File: src/rtl/uart_pkg.sv
// Shared UART definitions: one-hot state encoding, default oversampling and the
// baud divider calculation used by the receiver and the transmitter.
package uart_pkg;

    localparam int OVERSAMPLE_DEF = 16;

    typedef enum logic [5:0] {
        ST_IDLE   = 6'b000001,
        ST_START  = 6'b000010,
        ST_DATA   = 6'b000100,
        ST_PARITY = 6'b001000,
        ST_STOP   = 6'b010000,
        ST_WAIT   = 6'b100000
    } state_t;

    // Truncating divider, clamped so a too-fast baud still ticks every cycle.
    function automatic int calc_div(input int clk_freq, input int baud_rate, input int oversample);
        int d;
        d = clk_freq / (baud_rate * oversample);
        return (d < 1) ? 1 : d;
    endfunction

endpackage

File: src/rtl/uart_rx_if.sv
// Receiver output bundle toward the interface stage.
// UART_RX_PARITY_EN adds the parity_err pulse.
interface uart_rx_if #(parameter int SIZEDATA = 8);

    logic [SIZEDATA-1:0] rx_data;
    logic                rx_done;
    logic                frame_err;
`ifdef UART_RX_PARITY_EN
    logic                parity_err;

    modport master (output rx_data, output rx_done, output frame_err, output parity_err);
    modport slave  (input  rx_data, input  rx_done, input  frame_err, input  parity_err);
`else
    modport master (output rx_data, output rx_done, output frame_err);
    modport slave  (input  rx_data, input  rx_done, input  frame_err);
`endif

endinterface

File: src/rtl/baud_tick_gen.sv
// Free-running oversample tick: one-cycle pulse every DIV clocks. Shared with uart_tx.
module baud_tick_gen
    import uart_pkg::*;
#(
    parameter int CLK_FREQ   = 50_000_000,
    parameter int BAUD_RATE  = 19200,
    parameter int OVERSAMPLE = OVERSAMPLE_DEF
) (
    input  logic i_clock,
    input  logic i_reset_n,
    output logic o_tick
);

    localparam int DIV = calc_div(CLK_FREQ, BAUD_RATE, OVERSAMPLE);
    localparam int CW  = (DIV > 1) ? $clog2(DIV) : 1;

    logic [CW-1:0] cnt;

    assign o_tick = (cnt == CW'(DIV - 1));

    always_ff @(posedge i_clock or negedge i_reset_n) begin
        if (!i_reset_n)  cnt <= '0;
        else if (o_tick) cnt <= '0;
        else             cnt <= cnt + 1'b1;
    end

endmodule

File: src/rtl/uart_rx.sv
// 16x-oversampled UART receiver, LSB first, centre sampling, stop-bit check.
// Define UART_RX_PARITY_EN for an even-parity bit between data and stop.
module uart_rx
    import uart_pkg::*;
#(
    parameter int SIZEDATA   = 8,
    parameter int CLK_FREQ   = 50_000_000,
    parameter int BAUD_RATE  = 19200,
    parameter int OVERSAMPLE = OVERSAMPLE_DEF
) (
    input  logic     i_clock,
    input  logic     i_reset_n,
    input  logic     i_rx,
    uart_rx_if.master rx_if
);

    localparam int SW = $clog2(OVERSAMPLE);
    localparam int NW = $clog2(SIZEDATA) + 1;
    localparam logic [SW-1:0] S_HALF = SW'(OVERSAMPLE / 2 - 1);
    localparam logic [SW-1:0] S_LAST = SW'(OVERSAMPLE - 1);
    localparam logic [NW-1:0] N_LAST = NW'(SIZEDATA - 1);

    logic                rx_meta, rx_s, tick;
    state_t              state, state_nx;
    logic [SW-1:0]       s, s_nx;
    logic [NW-1:0]       n, n_nx;
    logic [SIZEDATA-1:0] sh, sh_nx, data_q, data_nx;
    logic                done_q, done_nx, ferr_q, ferr_nx, par_ok;
`ifdef UART_RX_PARITY_EN
    logic                par_q, par_nx, perr_q, perr_nx;
    assign par_ok = ~(^sh ^ par_q);
    assign rx_if.parity_err = perr_q;
`else
    assign par_ok = 1'b1;
`endif

    assign rx_if.rx_data   = data_q;
    assign rx_if.rx_done   = done_q;
    assign rx_if.frame_err = ferr_q;

    baud_tick_gen #(.CLK_FREQ(CLK_FREQ), .BAUD_RATE(BAUD_RATE), .OVERSAMPLE(OVERSAMPLE)) u_tick (
        .i_clock  (i_clock),
        .i_reset_n(i_reset_n),
        .o_tick   (tick)
    );

    always_ff @(posedge i_clock or negedge i_reset_n) begin
        if (!i_reset_n) begin
            rx_meta <= 1'b1;
            rx_s    <= 1'b1;
            state   <= ST_IDLE;
            s       <= '0;
            n       <= '0;
            sh      <= '0;
            data_q  <= '0;
            done_q  <= 1'b0;
            ferr_q  <= 1'b0;
`ifdef UART_RX_PARITY_EN
            par_q   <= 1'b0;
            perr_q  <= 1'b0;
`endif
        end else begin
            rx_meta <= i_rx;
            rx_s    <= rx_meta;
            state   <= state_nx;
            s       <= s_nx;
            n       <= n_nx;
            sh      <= sh_nx;
            data_q  <= data_nx;
            done_q  <= done_nx;
            ferr_q  <= ferr_nx;
`ifdef UART_RX_PARITY_EN
            par_q   <= par_nx;
            perr_q  <= perr_nx;
`endif
        end
    end

    always_comb begin
        state_nx = state;
        s_nx     = s;
        n_nx     = n;
        sh_nx    = sh;
        data_nx  = data_q;
        done_nx  = 1'b0;
        ferr_nx  = 1'b0;
`ifdef UART_RX_PARITY_EN
        par_nx   = par_q;
        perr_nx  = 1'b0;
`endif
        case (state)
            ST_IDLE: if (!rx_s) begin
                s_nx     = '0;
                state_nx = ST_START;
            end
            ST_START: if (tick) begin
                if (s == S_HALF) begin
                    // Still low at mid-bit: a real start, otherwise a glitch.
                    if (!rx_s) begin
                        s_nx     = '0;
                        n_nx     = '0;
                        state_nx = ST_DATA;
                    end else begin
                        state_nx = ST_IDLE;
                    end
                end else begin
                    s_nx = s + 1'b1;
                end
            end
            ST_DATA: if (tick) begin
                if (s == S_LAST) begin
                    s_nx  = '0;
                    sh_nx = {rx_s, sh[SIZEDATA-1:1]};
                    n_nx  = n + 1'b1;
`ifdef UART_RX_PARITY_EN
                    if (n == N_LAST) state_nx = ST_PARITY;
`else
                    if (n == N_LAST) state_nx = ST_STOP;
`endif
                end else begin
                    s_nx = s + 1'b1;
                end
            end
`ifdef UART_RX_PARITY_EN
            ST_PARITY: if (tick) begin
                if (s == S_LAST) begin
                    s_nx     = '0;
                    par_nx   = rx_s;
                    state_nx = ST_STOP;
                end else begin
                    s_nx = s + 1'b1;
                end
            end
`endif
            ST_STOP: if (tick) begin
                if (s == S_LAST) begin
                    s_nx = '0;
                    if (rx_s) begin
                        state_nx = ST_IDLE;
                        if (par_ok) begin
                            data_nx = sh;
                            done_nx = 1'b1;
                        end
`ifdef UART_RX_PARITY_EN
                        else perr_nx = 1'b1;
`endif
                    end else begin
                        ferr_nx  = 1'b1;
                        state_nx = ST_WAIT;
                    end
                end else begin
                    s_nx = s + 1'b1;
                end
            end
            ST_WAIT: if (rx_s) state_nx = ST_IDLE;
            default: state_nx = ST_IDLE;
        endcase
    end

endmodule

File: src/flat_wrapper.sv
// flat-port wrapper written by rule: the top's interface ports become plain ports
module uart_rx_flat import uart_pkg::*;
#(
    parameter int SIZEDATA   = 8,
    parameter int CLK_FREQ   = 50_000_000,
    parameter int BAUD_RATE  = 19200,
    parameter int OVERSAMPLE = OVERSAMPLE_DEF
)
  (i_clock, i_reset_n, i_rx, rx_if_rx_data, rx_if_rx_done, rx_if_frame_err);
  uart_rx_if #(.SIZEDATA(SIZEDATA)) rx_if_i ();
  input  logic i_clock;
  input  logic i_reset_n;
  input  logic i_rx;
  output wire logic [$bits(rx_if_i.rx_data)-1:0] rx_if_rx_data;
  output wire logic [$bits(rx_if_i.rx_done)-1:0] rx_if_rx_done;
  output wire logic [$bits(rx_if_i.frame_err)-1:0] rx_if_frame_err;
  assign rx_if_rx_data = rx_if_i.rx_data;
  assign rx_if_rx_done = rx_if_i.rx_done;
  assign rx_if_frame_err = rx_if_i.frame_err;
  uart_rx #(.SIZEDATA(SIZEDATA), .CLK_FREQ(CLK_FREQ), .BAUD_RATE(BAUD_RATE), .OVERSAMPLE(OVERSAMPLE)) u_core (.i_clock(i_clock), .i_reset_n(i_reset_n), .i_rx(i_rx), .rx_if(rx_if_i));
endmodule
File: config.mk
export PLATFORM = sky130hd
export DESIGN_NAME = uart_rx_flat
export DESIGN_NICKNAME = d
export VERILOG_FILES = /design/src/rtl/uart_pkg.sv /design/src/rtl/uart_rx_if.sv /design/src/rtl/baud_tick_gen.sv /design/src/rtl/uart_rx.sv /design/src/flat_wrapper.sv
export SDC_FILE = /design/constraint.sdc
export NUM_CORES = 1
export LEC_CHECK = 0
export ABC_AREA = 1
export CORE_AREA = 2 2 77 79
export CTS_CLUSTER_SIZE = 12
export DETAILED_ROUTE_END_ITERATION = 10
export DIE_AREA = 0 0 79 81
export PLACE_DENSITY_LB_ADDON = 0.3
export SLEW_MARGIN = 20
export SYNTH_ARGS = -nofsm -noshare
export SYNTH_HDL_FRONTEND = slang
export SYNTH_SLANG_ARGS = --single-unit
File: constraint.sdc
create_clock -name i_clock -period 2.4 [get_ports i_clock]
set_input_delay 0.6 -clock i_clock [delete_from_list [all_inputs] [get_ports i_clock]]
set_output_delay 0.6 -clock i_clock [all_outputs]
set_load 0.01 [all_outputs]
* Word-level counts from Yosys, hierarchy flattened
Cells that the tools add are included.
** Word-level totals
- Register bits :: 42
** Cells by class
- Add/subtract/negate cells :: 3
- Reductions and logical operators :: 8
- Equality and inequality tests :: 20
- Mux-type cells :: 33
** Operators by type and width (number)
- $mux W6 :: 10
- $mux W4 :: 10
- $pmux W6 S5 :: 1
- $ne A2 B1 Y1 const B :: 9
- $pmux W4 S3 :: 1
- $reduce_and A9 Y1 :: 1
- $add A4 B1 Y4 const B :: 2
- $add A8 B1 Y8 const B :: 1
- $eq A4 B3 Y1 const B :: 2
- $eq A8 B8 Y1 const B :: 1
- $mux W1 :: 8
- $mux W8 :: 1
- $pmux W4 S2 :: 1
- $eq A6 B1 Y1 const B :: 1
- $eq A6 B2 Y1 const B :: 1
- $eq A6 B3 Y1 const B :: 1
- $eq A6 B5 Y1 const B :: 1
- $eq A6 B6 Y1 const B :: 1
- $reduce_and A3 Y1 :: 2
- $reduce_and A6 Y1 :: 1
- $eq A4 B4 Y1 const B :: 1
- $ne A2 B2 Y1 const B :: 2
- $reduce_and A4 Y1 :: 1
- $mux W3 :: 1
- other kinds (3) :: 3

* Depth between registers and ports, before layout
Gate-level depths: netlist of run 1.
- Depth in word-level cells :: 5
- Mapped depth :: 11

* Hierarchy
Synthesis of run 1 repeated with hierarchy kept, for this count alone.
** Second synthesis, totals
- Cells, all modules :: 281
- Area, all modules :: 2301.0 um^2
** By module, submodules not included
- uart_rx :: cells each 232, instances 1, area an instance 1894.3 um^2, sequential area each 829.5 um^2
- baud_tick_gen :: cells each 49, instances 1, area an instance 406.6 um^2, sequential area each 200.2 um^2

* Worst setup path before layout of run 1
No wires, ideal clock.
- Path type :: flip-flop to flip-flop
- Start :: register u_core.u_tick.cnt[1]
- End :: register u_core.n[0]
- Clock period less this slack :: 1.466 ns
- Arrival time :: 1.345 ns
- Required time :: 2.279 ns
- Slack :: 0.934 ns
- Stages on the path, launching flop included :: 12
- Path buffers :: 0
- Path through :: dfrtp_1 inv_1 ha_1 nand2_1 nor2_2 nand2_1 nand2_1 nand2_2 nor2_2 nand2_4 nand2_1 o21ai_1
** On the way
- Word-level cells in the longest chain between the ends :: 3
- Elaborated cells between the ends (all ways) :: 4
- Classes of those cells :: 3 x eq/ne; 1 x reduce/logical
** Ends and longest elaborated chain
- start: declaration :: line baud_tick_gen.sv:17 : logic [CW-1:0] cnt;
- start signal: assignment :: line baud_tick_gen.sv:24 : else cnt <= cnt + 1'b1;
- $eq A8 B8 Y1 (*) :: line baud_tick_gen.sv:19 : assign o_tick = (cnt == CW'(DIV - 1));
- $ne A2 B1 Y1 (no source line)
- $reduce_and A6 Y1 (no source line) (*)
- end signal: assignment :: line uart_rx.sv:67 : n <= n_nx;
- end: declaration :: line uart_rx.sv:26 : logic [NW-1:0] n, n_nx;
Mark *: on every way between the ends. The rest lies on a longest branch, timed or not.
A chain may end at the register's enable or synchronous reset.

* Worst setup path after layout of run 1
- Start :: register u_core.data_q[6], in the netlist u_core.rx_if.rx_data[6]
- End :: output rx_if_rx_data[6]
** RTL lines
- start: declaration :: line uart_rx.sv:27 : logic [SIZEDATA-1:0] sh, sh_nx, data_q, data_nx;
- start signal: assignment :: line uart_rx.sv:69 : data_q <= data_nx;
- end: declaration :: line flat_wrapper.sv:14 : output wire logic [$bits(rx_if_i.rx_data)-1:0] rx_if_rx_data;
No word-level cell between the ends.

==> results of run 1 <==
==> power by group <==
group          switching (mW)  total (mW)  internal [mW]
sequential             0.0505       0.782          0.732
clock                   0.260       0.467          0.206
combinational           0.274       0.403          0.129
total                   0.584        1.65           1.07
==> final timing paths <==
| check | end | slack [ns] |
|---|---|---|
| min | u_core.s[0]$_DFFE_PN0P_ | 0.35 |
| max reg2reg | u_core.state[5]$_DFFE_PN0P_ | 0.72 |
| max | rx_if_rx_data[6] | 0.59 |
| min reg2reg | u_core.rx_s$_DFF_PN1_ | 0.36 |
| min in group i_clock | u_core.rx_s$_DFF_PN1_ | 0.36 |
| max in group asynchronous | u_core.state[0]$_DFFE_PN1P_ | 1.67 |
==> worst register-to-register path, cell delays in order, from the launching register on <==
cell and delay, ns:
sky130_fd_sc_hd__dfrtp_1 0.41, sky130_fd_sc_hd__inv_1 0.06, sky130_fd_sc_hd__ha_1 0.14, sky130_fd_sc_hd__nand2_1 0.06, sky130_fd_sc_hd__nor2_2 0.13, sky130_fd_sc_hd__nand2_1 0.19, sky130_fd_sc_hd__nand2_2 0.14, sky130_fd_sc_hd__nand2_1 0.06
sky130_fd_sc_hd__nor2_1 0.21, sky130_fd_sc_hd__nand4_1 0.14, sky130_fd_sc_hd__nand2_1 0.08
==> metrics by stage <==
step	area (sq um)	setup slack [ns]	hold slack [ns]	power (mW)	util, %
2_1_floorplan	2295	0.9341	0.3044	1.109	-
3_3_place_gp	2485	0.7217	0.3462	1.199	43.78
3_5_place_dp	2485	0.7253	0.3472	1.199	43.78
4_1_cts	2575	0.5703	0.3599	1.675	45.37
5_1_grt	2575	0.5381	0.3645	1.772	45.37
6_report	2575	0.5926	0.3494	1.651	45.37
==> cells by family after synthesis <==
group | count (synthesis) | synth area share [%]
and+or+nand+nor | 157 | 34.73
buffers and inverters | 41 | 7.470
DFF | 41 | 44.87
AOI/OAI and AO/OA | 27 | 8.833
xor gates and xnor gates | 5 | 1.908
adders and majority gates | 4 | 2.181
==> synth_stat cells (2+ instances only) <==
| library cell | instances | share of area (%) |
|---|---|---|
| sky130_fd_sc_hd__inv_1 | 27 | 4.4 |
| sky130_fd_sc_hd__nand3_2 | 3 | 1.3 |
| sky130_fd_sc_hd__buf_6 | 2 | 0.98 |
| sky130_fd_sc_hd__xor2_1 | 4 | 1.5 |
| sky130_fd_sc_hd__nor2_8 | 2 | 1.7 |
| sky130_fd_sc_hd__ha_1 | 4 | 2.2 |
| sky130_fd_sc_hd__nor2_1 | 17 | 2.8 |
| sky130_fd_sc_hd__dfrtp_1 | 38 | 41 |
| sky130_fd_sc_hd__o21ai_0 | 2 | 0.44 |
| sky130_fd_sc_hd__nor2_2 | 9 | 2.5 |
| sky130_fd_sc_hd__nand2_2 | 9 | 2.5 |
| sky130_fd_sc_hd__nor2_4 | 4 | 2.0 |
| sky130_fd_sc_hd__nor3_1 | 4 | 0.87 |
| sky130_fd_sc_hd__nand4_1 | 9 | 2.5 |
| sky130_fd_sc_hd__o21ai_2 | 16 | 6.1 |
| sky130_fd_sc_hd__inv_2 | 10 | 1.6 |
| sky130_fd_sc_hd__nand2_1 | 76 | 12 |
| sky130_fd_sc_hd__o21ai_1 | 5 | 1.1 |
| sky130_fd_sc_hd__nand3_1 | 19 | 4.1 |
| sky130_fd_sc_hd__o211ai_1 | 3 | 0.98 |
| sky130_fd_sc_hd__dfstp_2 | 3 | 3.4 |
==> final cells by class <==
cell class              count  area (sq um)  area share [%]
well taps                  75         93.84           3.644
flip-flops and latches     41          1030           39.99
clock inverters             3         21.27          0.8260
clock buffers               5         68.82           2.672
repair buffers             13         122.6           4.762
multi-input cells         193          1094           42.47
inverters                  38         145.1           5.637
==> metal layers <==
layer  vias up  global-route usage [%]
li1        908                       -
met1       807                   18.66
met2        15                   25.68
met3         7                   3.667
met4         0                   6.034
met5         -                       0
==> registers in the layout, summed over array words and instances, names as in the netlist <==
| name | cells |
|---|---|
| u_core.rx_meta | 1 |
| u_core.rx_if.rx_done | 1 |
| u_core.sh | 8 |
| u_core.rx_s | 1 |
| u_core.state | 5 |
| u_core.n | 4 |
| u_core.s | 4 |
| u_core.rx_if.rx_data | 8 |
| u_core.rx_if.frame_err | 1 |
| u_core.u_tick.cnt | 8 |
==> key figures, run 1 <==
CTS
  • Num CTS Buffers: 5
  • TritonCTS clock tree: built
  • Clock H-tree levels: 2
  • CTS Sinks: 41
  • Clock latency reported for the late side of the worst-skew pair: about 0.30 ns
  • Hold_buf cts: 0
  • Post-CTS Setup Repair Bufs: 0
  • Maximum clock insertion buffer count: 2
  • Post-cts sizing count: 0
  • CTS Root Buffer Type: sky130_fd_sc_hd__clkbuf_8
  • Clock-pin slew on the worst setup and hold paths: about 0.09 ns

Yosys
  • FF+latch count, synth: 41
  • Cell area after synthesis: roughly 2300 sq um
  • Library cells used by synthesis: 30
  • Synthesis warning total: 0
  • Syn Area/Cell: between 8 and 9 sq um
  • Ys async rst share: 100.0%
  • Fraction of the yosys area taken by sequential cells: between 40% and 50%
  • Post-synthesis instance total: 275
  • Total nets after synthesis: about 280
  • Top_reg_cell synth: sky130_fd_sc_hd__dfrtp_1
  • Number of synthesized flops with an enable pin: 0

Route
  • Via count: approximately 1700
  • Total DRC errors in the routed layout: 0
  • First DRT Iteration DRCs: roughly 100
  • Total routed wire length on the met1 layer: between 1500 and 2000 um
  • Vias/cell: ~4.7
  • DRT antenna net count: 0
  • Final wirelength: 4063 um
  • Highest Signal Layer: met4
  • Routed length on met3: between 100 and 150 um
  • TritonRoute pass-1 iters: 4
  • WL/cell: 11.04 um
  • WL met2: 1944 um

Timing
  • Min cycle time layout: approximately 1.8 ns
  • Number of hold-slack violations in the final timing report: 0
  • Fmax: between 0.5 and 0.6 GHz
  • Final Setup Violations: 0
  • Final period utilization: around three quarters
  • Relative slew slack: 65.57%
  • Unrepaired setup endpoints after global routing: false
  • Actual slew at the worst max-slew pin: around 0.52 ns
  • Accumulated negative setup slack: 0 ns
  • Final Skew: 0.005399 ns
  • Final max-slew violation count: 0

Setup path
  • Crit path launch type: flop
  • Master of the slowest instance on the critical path: sky130_fd_sc_hd__clkdlybuf4s50_1
  • Beginning of the critical path: u_core.rx_if.rx_data[6]$_DFFE_PN0P_
  • Cells along the critical path: clkdlybuf4s50_1
  • Crit path capture type: primary output
  • Buffers & Inverters on Critical Path: 1
  • Worst Path Class, Setup: reg -> out
  • Crit path arrival time: between 1 and 1.5 ns
  • Number of cells traversed by the worst register-to-register path: 10
  • Worst path max stage delay: 0.54 ns
  • Count of cell instances traversed by the critical path: 1
  • Worst reg2reg path startpoint: u_core.u_tick.cnt[1]$_DFF_PN0_
  • Worst-path fanout max: 2
  • Critical path's top delay family: buffers and inverters
  • Worst EP required: between 1.5 and 2 ns

Floorplan
  • Core outline area: 5675 sq um
  • Initial Utilization: around two fifths
  • Site row count: 28
  • Num ports: 13
  • Die outline width: slightly below 80 um
  • DIE AREA: 6399 sq um
  • Die Ht: around 81 um

Global routing
  • Global-route wire length before repair: between 7000 and 8000 um
  • Final global-route overflow total: 0
  • Vias in the first global route: 1749
  • Largest net degree at the start of global routing: 42
  • Overall routing resource usage: roughly 15%
  • Number of antenna violations at the first check in global routing: 0

Place
  • Count of buffers from port buffering: 12
  • Final Wtd Congestion: 0.8561
  • Detailed Place HPWL: roughly 2900 um
  • Total placed cells including tap cells: 360

Cells and area
  • Number of fill cells in the layout: 592
  • Final antenna diode count: 0
  • Leading cell types in the layout, fill and taps excluded: sky130_fd_sc_hd__nand2_1, sky130_fd_sc_hd__dfrtp_1, sky130_fd_sc_hd__inv_1
  • Leading cell type in the layout, fill and taps excluded: sky130_fd_sc_hd__nand2_1
  • Net count, final: between 200 and 300
  • Fraction of final layout cells with drive strength greater than 1: roughly a quarter
  • Number of standard cells in the layout, taps in and fillers out: around 370
  • Area growth from synthesis to final layout: 12.21%

Pwr
  • Power density relative to cell area: around 640 nW/um^2
  • Leak Pwr: about 1.2 nW
  • Max VDD drop: between 0.0003 and 0.0004 V

Outcome
  • Result of the run: finished, final reports clean

Job
  • Max Cap Violations: 0

Min path
  • Hold/Removal Path Class: in -> async
No activity file was read; power rests on OpenSTA's default activity.
==> inputs of run 2 (changes only) <==
Clock period 2.4 ns to 1.8 ns, I/O delays scaled along.
==> key figures, run 2 (synthesis gave the netlist of run 1 again) <==
Outcome
  • Result of the run: finished, final reports clean

Setup path
  • Master of the slowest instance on the critical path: sky130_fd_sc_hd__clkdlybuf4s50_1
  • Crit path arrival time: 1.20 ns (about the same)
  • Beginning of the critical path: u_core.rx_if.rx_data[6]$_DFFE_PN0P_
  • Crit path capture type: primary output
  • Number of cells traversed by the worst register-to-register path: 10 (unchanged)
  • Register-to-Register Setup Slack: 0.17 ns (-0.55 ns)
  • Worst path max stage delay: 0.54 ns (about the same)
  • Worst Path Class, Setup: reg -> out
  • Crit path launch type: flop
  • Count of cell instances traversed by the critical path: 1 (unchanged)
  • Endpoint of the lowest-slack register-to-register path: u_core.state[0]$_DFFE_PN1P_
  • Worst reg2reg path startpoint: u_core.u_tick.cnt[1]$_DFF_PN0_
  • Critical path's top delay family: buffers and inverters
  • Worst EP required: 1.35 ns (-0.45 ns)
  • Buffers & Inverters on Critical Path: 1 (unchanged)
  • Cells along the critical path: clkdlybuf4s50_1
  • Worst-path fanout max: 2 (unchanged)
  • Capturing element of the worst setup path: rx_if_rx_data[6]

Floorplan
  • DIE AREA: 6399 sq um (unchanged)
  • Num ports: 13 (unchanged)
  • Initial Utilization: 40.43% (unchanged)
  • Die outline width: 79 um (unchanged)
  • Core outline area: 5675 sq um (unchanged)
  • Die Ht: 81 um (unchanged)
  • Site row count: 28 (unchanged)

Timing
  • Final max-slew violation count: 0 (unchanged)
  • Unrepaired setup endpoints after global routing: true
  • Actual slew at the worst max-slew pin: 0.5137 ns (-0.002750 ns)
  • Accumulated negative setup slack: 0 ns (unchanged)
  • Final Skew: 0.005695 ns (+0.0002957 ns)
  • Number of hold-slack violations in the final timing report: 0 (unchanged)
  • Relative slew slack: 65.75% (+0.18 points)
  • Fmax: between 0.6 and 0.7 GHz
  • Final worst setup slack: 0.1510 ns (-0.4416 ns)
  • Final period utilization: between 90% and 100%
  • Final Setup Violations: 0 (unchanged)
  • Min cycle time layout: ~1.6 ns
  • Tightest hold margin: 0.2067 ns (-0.1428 ns)

CTS
  • Hold_buf cts: 0 (unchanged)
  • Clock latency reported for the late side of the worst-skew pair: 0.29 ns (about the same)
  • CTS Sinks: 41 (unchanged)
  • TritonCTS clock tree: built
  • Clock H-tree levels: 2 (unchanged)
  • Clock-pin slew on the worst setup and hold paths: 0.08 ns (about the same)
  • Post-CTS Setup Repair Bufs: 0 (unchanged)
  • Maximum clock insertion buffer count: 2 (unchanged)
  • Num CTS Buffers: 5 (unchanged)
  • CTS Root Buffer Type: sky130_fd_sc_hd__clkbuf_8

Pwr
  • Leak Pwr: 1.240 nW (+1.4%)
  • Power density relative to cell area: 889.4 nW/um^2 (+39%)
  • Max VDD drop: 0.0003650 V (+18%)
  • Power after layout: 2.322 mW (+41%)

Cells and area
  • Area growth from synthesis to final layout: 13.79%
  • Net count, final: 300 (+0.33%)
  • Number of fill cells in the layout: 575 (-2.9%)
  • Area taken by flip-flops and latches: 1030 sq um (unchanged)
  • Fraction of final layout cells with drive strength greater than 1: 24.15% (+0.26 points)
  • Area used by multi-input combinational logic: 1101 sq um (+0.69%)
  • Leading cell type in the layout, fill and taps excluded: sky130_fd_sc_hd__nand2_1
  • Number of standard cells in the layout, taps in and fillers out: 369 (+0.27%)
  • Final antenna diode count: 0 (unchanged)
  • Leading cell types in the layout, fill and taps excluded: sky130_fd_sc_hd__nand2_1, sky130_fd_sc_hd__dfrtp_1, sky130_fd_sc_hd__inv_1

Global routing
  • Overall routing resource usage: 14.81% (-0.33 points)
  • Number of antenna violations at the first check in global routing: 0 (unchanged)
  • Vias in the first global route: 1745 (-0.23%)
  • Final global-route overflow total: 0 (unchanged)
  • Global-route wire length before repair: 7514 um (-1.5%)
  • Largest net degree at the start of global routing: 42 (unchanged)

Route
  • TritonRoute pass-1 iters: 6 (+2)
  • Via count: 1739 (+0.12%)
  • WL/cell: 11.04 um (about the same)
  • First DRT Iteration DRCs: 123 (+18%)
  • Total DRC errors in the routed layout: 0 (unchanged)
  • Final wirelength: 4075 um (+0.30%)
  • DRT antenna net count: 0 (unchanged)
  • Vias/cell: 4.713 (-0.16%)

Place
  • Setup Slack @ Placement: 0.1200 ns (-0.6052 ns)
  • Final Wtd Congestion: 0.8853 (+3.4%)
  • Detailed Place HPWL: 2992 um (+1.6%)
  • Count of buffers from port buffering: 12 (unchanged)
  • Total placed cells including tap cells: 361 (+0.28%)

Min path
  • Hold/Removal Path Class: in -> async

Job
  • Max Cap Violations: 0 (unchanged)
==> run 2: per-stage QoR <==
step,instance area (sq um),util [%]
after detailed placement,2492,43.92
after global placement,2492,43.92
after global routing,2611,46.01
final,2611,46.01
after floorplan,2295,-
after CTS,2604,45.88
==> run 2: layout make-up <==
cell class	count	area share (%)
Multi-Input combinational cell	193	42.17
Sequential cell	41	39.43
Inverter	38	5.558
Timing Repair Buffer	14	4.983
Tap cell	75	3.594
Clock buffer	6	2.779
Clock inverter	2	1.485
==> run 2: worst min-delay path by stage <==
stage / startpoint / endpoint / slack, ns / cells past startpoint
detailed placement: u_core.rx_meta$_DFF_PN1_ / u_core.rx_s$_DFF_PN1_ / 0.35 / 0
global route: i_reset_n / u_core.u_tick.cnt[5]$_DFF_PN0_ / 0.26 / 2
finish: i_reset_n / u_core.u_tick.cnt[5]$_DFF_PN0_ / 0.21 / 2
global placement: u_core.rx_meta$_DFF_PN1_ / u_core.rx_s$_DFF_PN1_ / 0.35 / 0
floorplan: i_reset_n / u_core.n[0]$_DFFE_PN0P_ / 0.15 / 0
CTS: i_reset_n / u_core.s[3]$_DFFE_PN0P_ / 0.23 / 2
==> run 2: repair_timing <==
item                                   4_1_cts  5_1_grt
setup endpoints to repair                    0       16
endpoints found under the hold margin        0        0
gates resized for setup                      0        2
==> run 2: routing by layer <==
metal | share of wire [%] | track usage, % | routed length [um]
met2 | 47 | 24.41 | 1902
met4 | 1.1 | 6.552 | 43
met1 | 49 | 18.86 | 2011
met3 | 2.9 | 3.111 | 117
met5 | 0 | 0 | 0
==> run 2: report_power, final <==
part           switching (mW)  total (mW)  internal (mW)
Clock                   0.325       0.741          0.416
Sequential             0.0627        1.04          0.976
Combinational           0.370       0.543          0.173
Total                   0.758        2.32           1.56
